--- config.mk ---
export PLATFORM = sky130hd
export DESIGN_NAME = ssp_host_ctrl
export DESIGN_NICKNAME = d
export VERILOG_FILES = /design/src/rtl/ssp_ctrl_pkg.sv /design/src/rtl/ssp_rr_arb.sv /design/src/rtl/ssp_host_ctrl.sv
export SDC_FILE = /design/constraint.sdc
export NUM_CORES = 1
export LEC_CHECK = 0
export CORE_ASPECT_RATIO = 0.7
export CORE_MARGIN = 5
export CORE_UTILIZATION = 38
export CTS_CLUSTER_SIZE = 10
export DETAILED_ROUTE_END_ITERATION = 7
export PLACE_DENSITY = 0.85
export SLEW_MARGIN = 10
export SYNTH_ARGS = -nofsm -noshare
export SYNTH_HDL_FRONTEND = slang
export SYNTH_SLANG_ARGS = --single-unit
--- constraint.sdc ---
create_clock -name PCLK -period 1.9 [get_ports PCLK]
set_clock_uncertainty 0.15 [all_clocks]
set_input_delay 0.19 -clock PCLK [delete_from_list [all_inputs] [get_ports PCLK]]
set_output_delay 0.19 -clock PCLK [all_outputs]
set_load 0.1 [all_outputs]
--- src/rtl/ssp_ctrl_pkg.sv ---
// Shared definitions for the SSP host controller: FSM state encoding,
// default requester count and the SSP byte width.
package ssp_ctrl_pkg;

  typedef enum logic [1:0] {
    IDLE  = 2'd0,
    WR    = 2'd1,
    RD    = 2'd2,
    RDCAP = 2'd3
  } state_t;

  localparam int SSP_NREQ_DEFAULT = 4;
  localparam int SSP_BYTE_W       = 8;

endpackage

--- src/rtl/ssp_rr_arb.sv ---
// Combinational round-robin picker: first asserted request at or after
// rr_ptr, wrapping from NREQ-1 back to 0.
module ssp_rr_arb #(
  parameter int NREQ = 4,
  parameter int IDXW = 2
) (
  input  logic [NREQ-1:0] req,
  input  logic [IDXW-1:0] rr_ptr,
  output logic            gnt_valid,
  output logic [IDXW-1:0] gnt_idx
);

  logic [IDXW:0]   cand_sum [NREQ];
  logic [IDXW-1:0] cand_idx [NREQ];
  logic [NREQ-1:0] cand_hit;

  // Candidate gi is the requester gi positions after the pointer.
  for (genvar gi = 0; gi < NREQ; gi++) begin : g_cand
    assign cand_sum[gi] = {1'b0, rr_ptr} + (IDXW+1)'(gi);
    assign cand_idx[gi] = (cand_sum[gi] >= (IDXW+1)'(NREQ))
                        ? IDXW'(cand_sum[gi] - (IDXW+1)'(NREQ))
                        : IDXW'(cand_sum[gi]);
    assign cand_hit[gi] = req[cand_idx[gi]];
  end

  // Scan from the farthest candidate down so the nearest hit wins.
  always_comb begin
    gnt_valid = 1'b0;
    gnt_idx   = '0;
    for (int k = NREQ - 1; k >= 0; k--) begin
      if (cand_hit[k]) begin
        gnt_valid = 1'b1;
        gnt_idx   = cand_idx[k];
      end
    end
  end

endmodule

--- src/rtl/ssp_host_ctrl.sv ---
// Host-side SSP controller: round-robin TX write arbitration plus RX drain
// into a one-entry valid/ready buffer. Optional counters: SSP_HOST_CTRL_STATS_EN.
module ssp_host_ctrl
  import ssp_ctrl_pkg::*;
#(
  parameter int NREQ = SSP_NREQ_DEFAULT,
  parameter int IDXW = $clog2(NREQ)
) (
  input  logic                         PCLK,
  input  logic                         CLEAR_B,
  input  logic [NREQ-1:0]              req,
  input  logic [SSP_BYTE_W*NREQ-1:0]   req_data,
  output logic [NREQ-1:0]              ack,
  output logic [SSP_BYTE_W-1:0]        rx_data,
  output logic                         rx_valid,
  input  logic                         rx_ready,
  output logic                         PSEL,
  output logic                         PWRITE,
  output logic [SSP_BYTE_W-1:0]        PWDATA,
  input  logic [SSP_BYTE_W-1:0]        PRDATA,
  input  logic                         SSPTXINTR,
  input  logic                         SSPRXINTR
`ifdef SSP_HOST_CTRL_STATS_EN
  ,
  output logic [16*NREQ-1:0]           tx_count,
  output logic [15:0]                  rx_count
`endif
);

  state_t                  state_reg, state_next;
  logic [IDXW-1:0]         rr_ptr_reg, rr_ptr_next;
  logic                    psel_reg, psel_next;
  logic                    pwrite_reg, pwrite_next;
  logic [SSP_BYTE_W-1:0]   pwdata_reg, pwdata_next;
  logic [NREQ-1:0]         ack_reg, ack_next;
  logic [SSP_BYTE_W-1:0]   rx_data_reg;
  logic                    rx_valid_reg;

  logic                    gnt_valid;
  logic [IDXW-1:0]         gnt_idx;
  logic [SSP_BYTE_W-1:0]   req_bytes [NREQ];
  logic                    rx_buf_free;

  for (genvar gi = 0; gi < NREQ; gi++) begin : g_bytes
    assign req_bytes[gi] = req_data[SSP_BYTE_W*gi +: SSP_BYTE_W];
  end

  ssp_rr_arb #(
    .NREQ (NREQ),
    .IDXW (IDXW)
  ) u_arb (
    .req       (req),
    .rr_ptr    (rr_ptr_reg),
    .gnt_valid (gnt_valid),
    .gnt_idx   (gnt_idx)
  );

  // The buffer can take a new byte if empty or being consumed this cycle.
  assign rx_buf_free = !rx_valid_reg || rx_ready;

  always_ff @(posedge PCLK or negedge CLEAR_B) begin
    if (!CLEAR_B) begin
      state_reg  <= IDLE;
      rr_ptr_reg <= '0;
      psel_reg   <= 1'b0;
      pwrite_reg <= 1'b0;
      pwdata_reg <= '0;
      ack_reg    <= '0;
    end else begin
      state_reg  <= state_next;
      rr_ptr_reg <= rr_ptr_next;
      psel_reg   <= psel_next;
      pwrite_reg <= pwrite_next;
      pwdata_reg <= pwdata_next;
      ack_reg    <= ack_next;
    end
  end

  // Bus outputs are computed one state ahead so they are registered
  // and coincide with the WR/RD state itself.
  always_comb begin
    state_next  = state_reg;
    rr_ptr_next = rr_ptr_reg;
    psel_next   = 1'b0;
    pwrite_next = 1'b0;
    pwdata_next = pwdata_reg;
    ack_next    = '0;
    case (state_reg)
      IDLE: begin
        if (SSPRXINTR && rx_buf_free) begin
          state_next = RD;
          psel_next  = 1'b1;
        end else if (gnt_valid && !SSPTXINTR) begin
          state_next        = WR;
          psel_next         = 1'b1;
          pwrite_next       = 1'b1;
          pwdata_next       = req_bytes[gnt_idx];
          ack_next[gnt_idx] = 1'b1;
          rr_ptr_next       = (gnt_idx == IDXW'(NREQ - 1)) ? '0 : gnt_idx + 1'b1;
        end
      end
      WR:      state_next = IDLE;
      RD:      state_next = RDCAP;
      RDCAP:   state_next = IDLE;
      default: state_next = IDLE;
    endcase
  end

  // A capture in the same cycle as a handshake reloads and keeps valid high.
  always_ff @(posedge PCLK or negedge CLEAR_B) begin
    if (!CLEAR_B) begin
      rx_data_reg  <= '0;
      rx_valid_reg <= 1'b0;
    end else if (state_reg == RDCAP) begin
      rx_data_reg  <= PRDATA;
      rx_valid_reg <= 1'b1;
    end else if (rx_valid_reg && rx_ready) begin
      rx_valid_reg <= 1'b0;
    end
  end

  assign PSEL     = psel_reg;
  assign PWRITE   = pwrite_reg;
  assign PWDATA   = pwdata_reg;
  assign ack      = ack_reg;
  assign rx_data  = rx_data_reg;
  assign rx_valid = rx_valid_reg;

`ifdef SSP_HOST_CTRL_STATS_EN
  logic [15:0] tx_cnt_reg [NREQ];
  logic [15:0] rx_cnt_reg;

  for (genvar gi = 0; gi < NREQ; gi++) begin : g_tx_cnt
    always_ff @(posedge PCLK or negedge CLEAR_B) begin
      if (!CLEAR_B) begin
        tx_cnt_reg[gi] <= '0;
      end else if (ack_reg[gi]) begin
        tx_cnt_reg[gi] <= tx_cnt_reg[gi] + 16'd1;
      end
    end
    assign tx_count[16*gi +: 16] = tx_cnt_reg[gi];
  end

  always_ff @(posedge PCLK or negedge CLEAR_B) begin
    if (!CLEAR_B) begin
      rx_cnt_reg <= '0;
    end else if (state_reg == RDCAP) begin
      rx_cnt_reg <= rx_cnt_reg + 16'd1;
    end
  end
  assign rx_count = rx_cnt_reg;
`endif

endmodule

# Yosys cells after proc, flatten, opt, wreduce, memory -nomap -nowiden
# Cells that the tools add are included.
# W data, S select, Z words.
[word_totals]
regBits = 27
latchBits = 0
ramBits = 0
romBits = 0
inputBits = 49
out_inout_bits = 23
word_cells = 84
memories = 0
[op_classes]
add_sub_neg = 8
multipliers = 0
n_div = 0
order_cmp = 11
eq_ne = 5
shifts = 0
mux = 39
bitwise = 2
n_reduce_logical = 11
[ops]
columns = ["cell", "n"]
rows = [
  ["$mux W2", 11],
  ["$bmux W8 S2", 1],
  ["$mux W1", 16],
  ["$mux W8", 2],
  ["$lt A2 B3 Y1 const B", 5],
  ["$ge A3 B3 Y1 const B", 4],
  ["$mux W4", 3],
  ["$bmux W1 S2", 4],
  ["$sub A2 B1 Y2 const B", 4],
  ["$add A2 B2 Y3 const B", 2],
  ["$eq A2 B2 Y1 const B", 3],
  ["$pmux W2 S3", 1],
  ["$logic_and A1 B1 Y1", 4],
  ["$add A2 B1 Y3 const B", 1],
  ["$ge A2 B3 Y1 const B", 1],
  ["$ne A3 B3 Y1 const B", 1],
  ["$not A2 Y3", 1],
  ["$reduce_and A3 Y1", 1],
  ["$add A2 B1 Y2 const B", 1],
  ["$demux W1 S2", 1],
  ["$eq A2 B1 Y1 const B", 1],
  ["$ge A2 B1 Y1 const B", 1],
  ["$logic_not A1 Y1", 2],
  ["$logic_not A2 Y1", 1],
  ["other kinds (4)", 4],
]

# Longest topological paths before layout
# Gate-level depths: netlist of run 1.
[logic_depth]
ltp_word = 16
depth_mapped = 7
depth_no_buf = 6

# By module
# From an unflattened synthesis of run 1, not the netlist that was laid out.
[unflattened]
cells_unflattened = 91
area_unflattened_um2 = 1362.6
[by_module_without_submodules]
columns = ["mod", "instances", "cells_per_inst", "area_each_um2", "seq_area_each_um2"]
rows = [
  ["ssp_host_ctrl", 1, 78, 1285.0, 675.6],
  ["ssp_rr_arb", 1, 13, 77.6, 0.0],
]

# Least setup slack after synthesis of run 1
# No wires, ideal clock.
[synth_path]
path_type = "reg-to-reg"
start = "register rx_valid_reg (netlist: rx_valid)"
end = "register pwdata_reg[0] (netlist: PWDATA[0])"
setup_time_ns = 0.090
t_arrival_ns = 1.824
required_time_ns = 1.660
slack_ns = -0.165
stages_incl_launch_ff = 8
n_path_buf = 1
synth_period_minus_slack_ns = 2.065
path_cell_list = "dfrtp_1 nand2b_4 a211oi_2 nand2_1 inv_2 nand2b_1 buf_4 o221ai_1"
[synth_between]
elab_chain_len = 5
[synth_lines]
columns = ["element", "line_no", "text"]
rows = [
  ["from (decl)", "ssp_host_ctrl.sv:37", "logic rx_valid_reg;"],
  ["from (signal assigned)", "ssp_host_ctrl.sv:113", "rx_valid_reg <= 1'b0;"],
  ["from (signal assigned)", "ssp_host_ctrl.sv:116", "rx_valid_reg <= 1'b1;"],
  ["from (signal assigned)", "ssp_host_ctrl.sv:118", "rx_valid_reg <= 1'b0;"],
  ["$logic_not A1 Y1", "ssp_host_ctrl.sv:59", "assign rx_buf_free = !rx_valid_reg || rx_ready;"],
  ["$logic_or A1 B1 Y1", "ssp_host_ctrl.sv:59", ""],
  ["$logic_and A1 B1 Y1", "ssp_host_ctrl.sv:90", "if (SSPRXINTR && rx_buf_free) begin"],
  ["$not A1 Y1 (no line)", "n/a", ""],
  ["$reduce_and A3 Y1 (no line)", "n/a", ""],
  ["to (signal assigned)", "ssp_host_ctrl.sv:74", "pwdata_reg <= pwdata_next;"],
  ["to (decl)", "ssp_host_ctrl.sv:34", "logic [SSP_BYTE_W-1:0] pwdata_reg, pwdata_next;"],
]
# Every way passes these cells.
# A chain may end at the register's enable or synchronous reset.

# Final worst setup path of run 1
[layout_path]
start = "input req[1]"
end = "register pwdata_reg[5] (netlist: PWDATA[5])"
[layout_between]
elab_chain_len = 10
elab_cells_between_ends = 22
classes_between = "mux (19); bitwise (1); reduce/logical (2)"
[layout_lines]
columns = ["element", "line_no", "text"]
rows = [
  ["from (decl)", "ssp_host_ctrl.sv:11", "input logic [NREQ-1:0] req,"],
  ["$bmux W1 S2", "ssp_rr_arb.sv:23", "assign cand_hit[gi] = req[cand_idx[gi]];"],
  ["$mux W1 (implied by the code)", "ssp_rr_arb.sv:23", ""],
  ["$mux W2 (4 in a row)", "ssp_rr_arb.sv:31", "if (cand_hit[k]) begin"],
  ["$not A2 Y3 (implied by the code)", "ssp_host_ctrl.sv:97", "pwdata_next = req_bytes[gnt_idx];"],
  ["$bmux W8 S2", "ssp_host_ctrl.sv:97", ""],
  ["$mux W8 (implied by the code) (2 in a row)", "ssp_host_ctrl.sv:97", ""],
]
# Several ways; a longest one is shown, not always the timed one. The select of a mux whose other input is x is not followed.

==> Implementation_results.wiki, run 1 <==
{| class="wikitable"
! Metric !! Value
|-
| Run status || completed
|-
| Antenna viol nets, final || 0
|-
| Max Clock Freq || 567 MHz
|-
| Number of pins with negative max-slew slack in the final report || 0
|-
| Max IR drop VDD || 1.22 mV
|-
| Delay contributed by the slowest stage of the critical path || 540 ps
|-
| Switching Share || 57.0%
|-
| Initial cell density of the core || 40.4%
|-
| Busiest grt layer || met2
|-
| Post-placement setup slack || -196 ps
|-
| Type of the most critical hold path || input pin to async pin
|-
| Cell breakdown of the critical path || clkdlybuf4s50_1, nand2b_1, a21oi_1, a211oi_2, nand2b_1, buf_12, o221ai_1
|-
| CP max stage cell || sky130_fd_sc_hd__clkdlybuf4s50_1
|-
| Logic pwr share || 66.9%
|-
| TritonCTS buffer count || 3
|-
| Endpoint type of the worst setup path || register
|-
| CORE AREA || 3230 µm²
|-
| Diodes inserted || 0
|-
| Number of hold-slack violations in the final timing report || 0
|-
| Clock power frac || 8.4%
|-
| Fraction of met2 tracks used by global routing || 31.3%
|-
| HPWL after detailed placement || 3.14 mm
|-
| GP Congestion || 0.784
|-
| Count of different cell masters after synthesis || 25
|-
| Required time reported for the critical path endpoint || 1880 ps
|-
| CTS tree || done
|-
| Sink count of the clock tree || 27
|-
| Count of state elements after synthesis || 27
|-
| Buf/Inv on CP || 2
|-
| Antenna violations before repair || 0
|-
| Worst hold slack || 128 ps
|-
| Sum of routed wire length over all layers || 3.90 mm
|-
| Switching power summed over all nets || 2.20 mW
|-
| DRC violation count after routing || 0
|-
| Number of H-tree levels || 1
|-
| Post-DP Area || 2080 µm²
|-
| Total congestion overflow || 0
|-
| Critical path arrival || 1750 ps
|-
| CP dominant cell by count || sky130_fd_sc_hd__nand2b_1
|-
| Clock Root Buffer || sky130_fd_sc_hd__clkbuf_8
|-
| Maximum number of pins on one net before global-route repair || 28
|-
| Fillers || 284
|-
| Post-synthesis cell type with the largest combined area || sky130_fd_sc_hd__dfrtp_1
|-
| Post-detailed-route wirelength per cell || 16.2 µm
|-
| Static leakage || 1.01 nW
|-
| NumNets Final || 244
|-
| Cell count after synthesis || 111
|-
| Share of the core filled with cells || 65.9%
|-
| Met3 usage || 3.04%
|-
| First-pass GRT wire length || 6.11 mm
|-
| I/O pin cnt || 72
|-
| Clock edge transition at the registers on the reported setup and hold paths || 90 ps
|-
| Share of the synthesized area in the top cell type || 51.8%
|-
| Maxcap violations || 0
|-
| Post-CTS Setup Bufs || 0
|-
| Share of cells above drive strength 1 || 28.5%
|-
| Clock insertion delay at the later pin of the skew report || 270 ps
|-
| CTS Hold Bufs || 0
|-
| Rel. slew slack || 74.5%
|-
| Per-cell via count in the routed design || 4.98
|-
| Reg power frac || 24.7%
|-
| Setup repair after global routing missed its margin || false
|-
| Power Dens Cells || 1810 nW/µm²
|-
| Proportion of synthesized chip area in sequential cells || 51.8%
|-
| Die Y || 59.0 µm
|-
| Number of buffers on the longest clock path || 2
|-
| Vias after detailed routing || 1,194
|-
| Mapped Area || 1310 µm²
|-
| Net count after synthesis || 161
|-
| Critical setup path kind || input pin to register
|-
| Post-route cell area || 2130 µm²
|-
| Minimum period implied by the final worst setup slack || 1760 ps
|-
| Input/output buffers || 71
|-
| Actual slew at the worst max-slew pin || 382 ps
|-
| Biggest fanout along the worst timing path || 10
|-
| Die W || 80.0 µm
|-
| Number of warnings reported in the yosys synthesis log || 0
|-
| Number of global-route vias before repair || 1,208
|-
| Final period utilization || 92.8%
|-
| TritonRoute pass-1 iters || 4
|-
| Internal || 1.66 mW
|-
| Worst Setup Slack, final || 137 ps
|-
| Final setup viols || 0
|-
| Global-route total usage across every layer || 16.8%
|-
| Seq. cell area || 677 µm²
|-
| Cell Rows || 17
|-
| Initial drt markers || 57
|-
| Largest cells by area after synthesis || sky130_fd_sc_hd__dfrtp_1 (52%), sky130_fd_sc_hd__mux2i_1 (12%), sky130_fd_sc_hd__mux2_2 (6.9%)
|-
| Met1 capacity usage during global routing || 20.1%
|-
| Crit path launch type || input pin
|-
| Die area || 4720 µm²
|-
| Synthesized area per cell || 11.8 µm²
|-
| Crit-path leading delay family || buffers and inverters
|-
| Synth-to-layout area growth || 63.3%
|-
| Multi-input logic area || 567 µm²
|}
timing repair:
item | in CTS | in global routing
setup endpoints to repair | 0 | 1
resized for setup | 0 | 2
hold endpoints to repair | 0 | 0
routing by layer:
metal / share of wire, % / vias up
li1: - / 559
met1: 39 / 589
met2: 55 / 44
met3: 5.7 / 2
met4: 0.59 / 0
met5: 0 / -
cells in the mapped netlist, drive strengths merged:
cell type,number
and3,1
buf,4
inv,5
nor3,1
nand2,15
o22ai,1
o221ai,8
o22a,1
a211oi,2
a21o,1
ha,1
nor2,9
a21oi,5
dfrtp,27
mux2i,16
mux2,8
nor4,1
a21boi,1
nand2b,4
logic make-up after synthesis:
logic type                 count (synthesis)  synth area share [%]
AOI/OAI and AO/OA                         19                  11.6
adders and majority gates                  1                 0.959
buffers and inverters                      9                  5.08
DFF                                       27                  51.8
muxes                                     24                  19.2
and+or+nand+nor                           31                  11.4
layout by cell type, fill, tap and decap left out:
cell / synthesis / layout
sky130_fd_sc_hd__a211oi_2: 2 / 2
sky130_fd_sc_hd__a21boi_0: 1 / 1
sky130_fd_sc_hd__a21o_1: 1 / 1
sky130_fd_sc_hd__a21oi_1: 5 / 5
sky130_fd_sc_hd__and3_1: 1 / 1
sky130_fd_sc_hd__buf_12: 1 / 2
sky130_fd_sc_hd__buf_4: 1 / 32
sky130_fd_sc_hd__clkbuf_8: 0 / 3
sky130_fd_sc_hd__clkdlybuf4s50_1: 0 / 47
sky130_fd_sc_hd__clkinv_2: 0 / 1
sky130_fd_sc_hd__dfrtp_1: 27 / 26
sky130_fd_sc_hd__dfrtp_2: 0 / 1
sky130_fd_sc_hd__dlymetal6s2s_1: 0 / 1
sky130_fd_sc_hd__ha_1: 1 / 1
sky130_fd_sc_hd__inv_1: 4 / 4
sky130_fd_sc_hd__inv_2: 1 / 1
sky130_fd_sc_hd__mux2_2: 8 / 8
sky130_fd_sc_hd__mux2i_1: 16 / 15
sky130_fd_sc_hd__mux2i_2: 0 / 1
sky130_fd_sc_hd__nand2_1: 14 / 14
sky130_fd_sc_hd__nand2_2: 1 / 1
sky130_fd_sc_hd__nand2b_1: 3 / 3
sky130_fd_sc_hd__nand2b_4: 1 / 1
sky130_fd_sc_hd__nor2_1: 9 / 9
sky130_fd_sc_hd__nor3_1: 1 / 1
sky130_fd_sc_hd__nor4_2: 1 / 1
sky130_fd_sc_hd__o221ai_1: 8 / 8
sky130_fd_sc_hd__o22a_2: 1 / 1
sky130_fd_sc_hd__o22ai_1: 1 / 1
power by group through the flow:
stage	Combinational, mW	Clock [mW]	Sequential, mW
final	2.58	0.324	0.954
after global routing	2.68	0.358	0.979
after CTS	2.59	0.334	0.955
after detailed placement	2.59	0	0.967
after global placement	2.53	0	0.952
after floorplan	0.545	0	2.36
final timing paths:
path | start | end | slack (ps) | cells after the start
min in group PCLK | PWDATA[6] | PWDATA[6] | 350 | 2
max reg2reg | rr_ptr_reg[1] | PWDATA[5] | 150 | 6
min | CLEAR_B | PWDATA[1] | 130 | 2
max in group asynchronous | CLEAR_B | rx_valid | 1190 | 2
min reg2reg | PWDATA[6] | PWDATA[6] | 350 | 2
max | req[1] | PWDATA[5] | 140 | 7
cell type report:
cell class                      instances  share of cell area (%)
Timing Repair Buffer                   82                    35.8
Sequential cell                        27                    31.8
Multi-Input combinational cell         75                    26.6
Tap cell                               47                    2.76
Clock buffer                            3                    1.94
Inverter                                5                   0.881
Clock inverter                          1                   0.235
metrics by stage:
stage	TNS (ps)	power [mW]	cells
after floorplan	0	2.91	111
after global placement	-619	3.48	236
after detailed placement	-1580	3.55	236
after CTS	0	3.88	240
after global routing	0	4.02	240
final	0	3.86	240
worst reg2reg max path, stage by stage, from the launching register on:
cell                       delay (ps)
sky130_fd_sc_hd__dfrtp_1          400
sky130_fd_sc_hd__a21o_1           160
sky130_fd_sc_hd__a21oi_1          130
sky130_fd_sc_hd__o22a_2           190
sky130_fd_sc_hd__buf_12           180
sky130_fd_sc_hd__mux2i_2          250
sky130_fd_sc_hd__o221ai_1         160
(Power assumes the default switching activity.)
==> run 2: changes to the inputs <==
- CTS_CLUSTER_SIZE: 10 -> 25
==> results of run 2 <==
Final layout, timing and power as in run 1 (identical DEF).
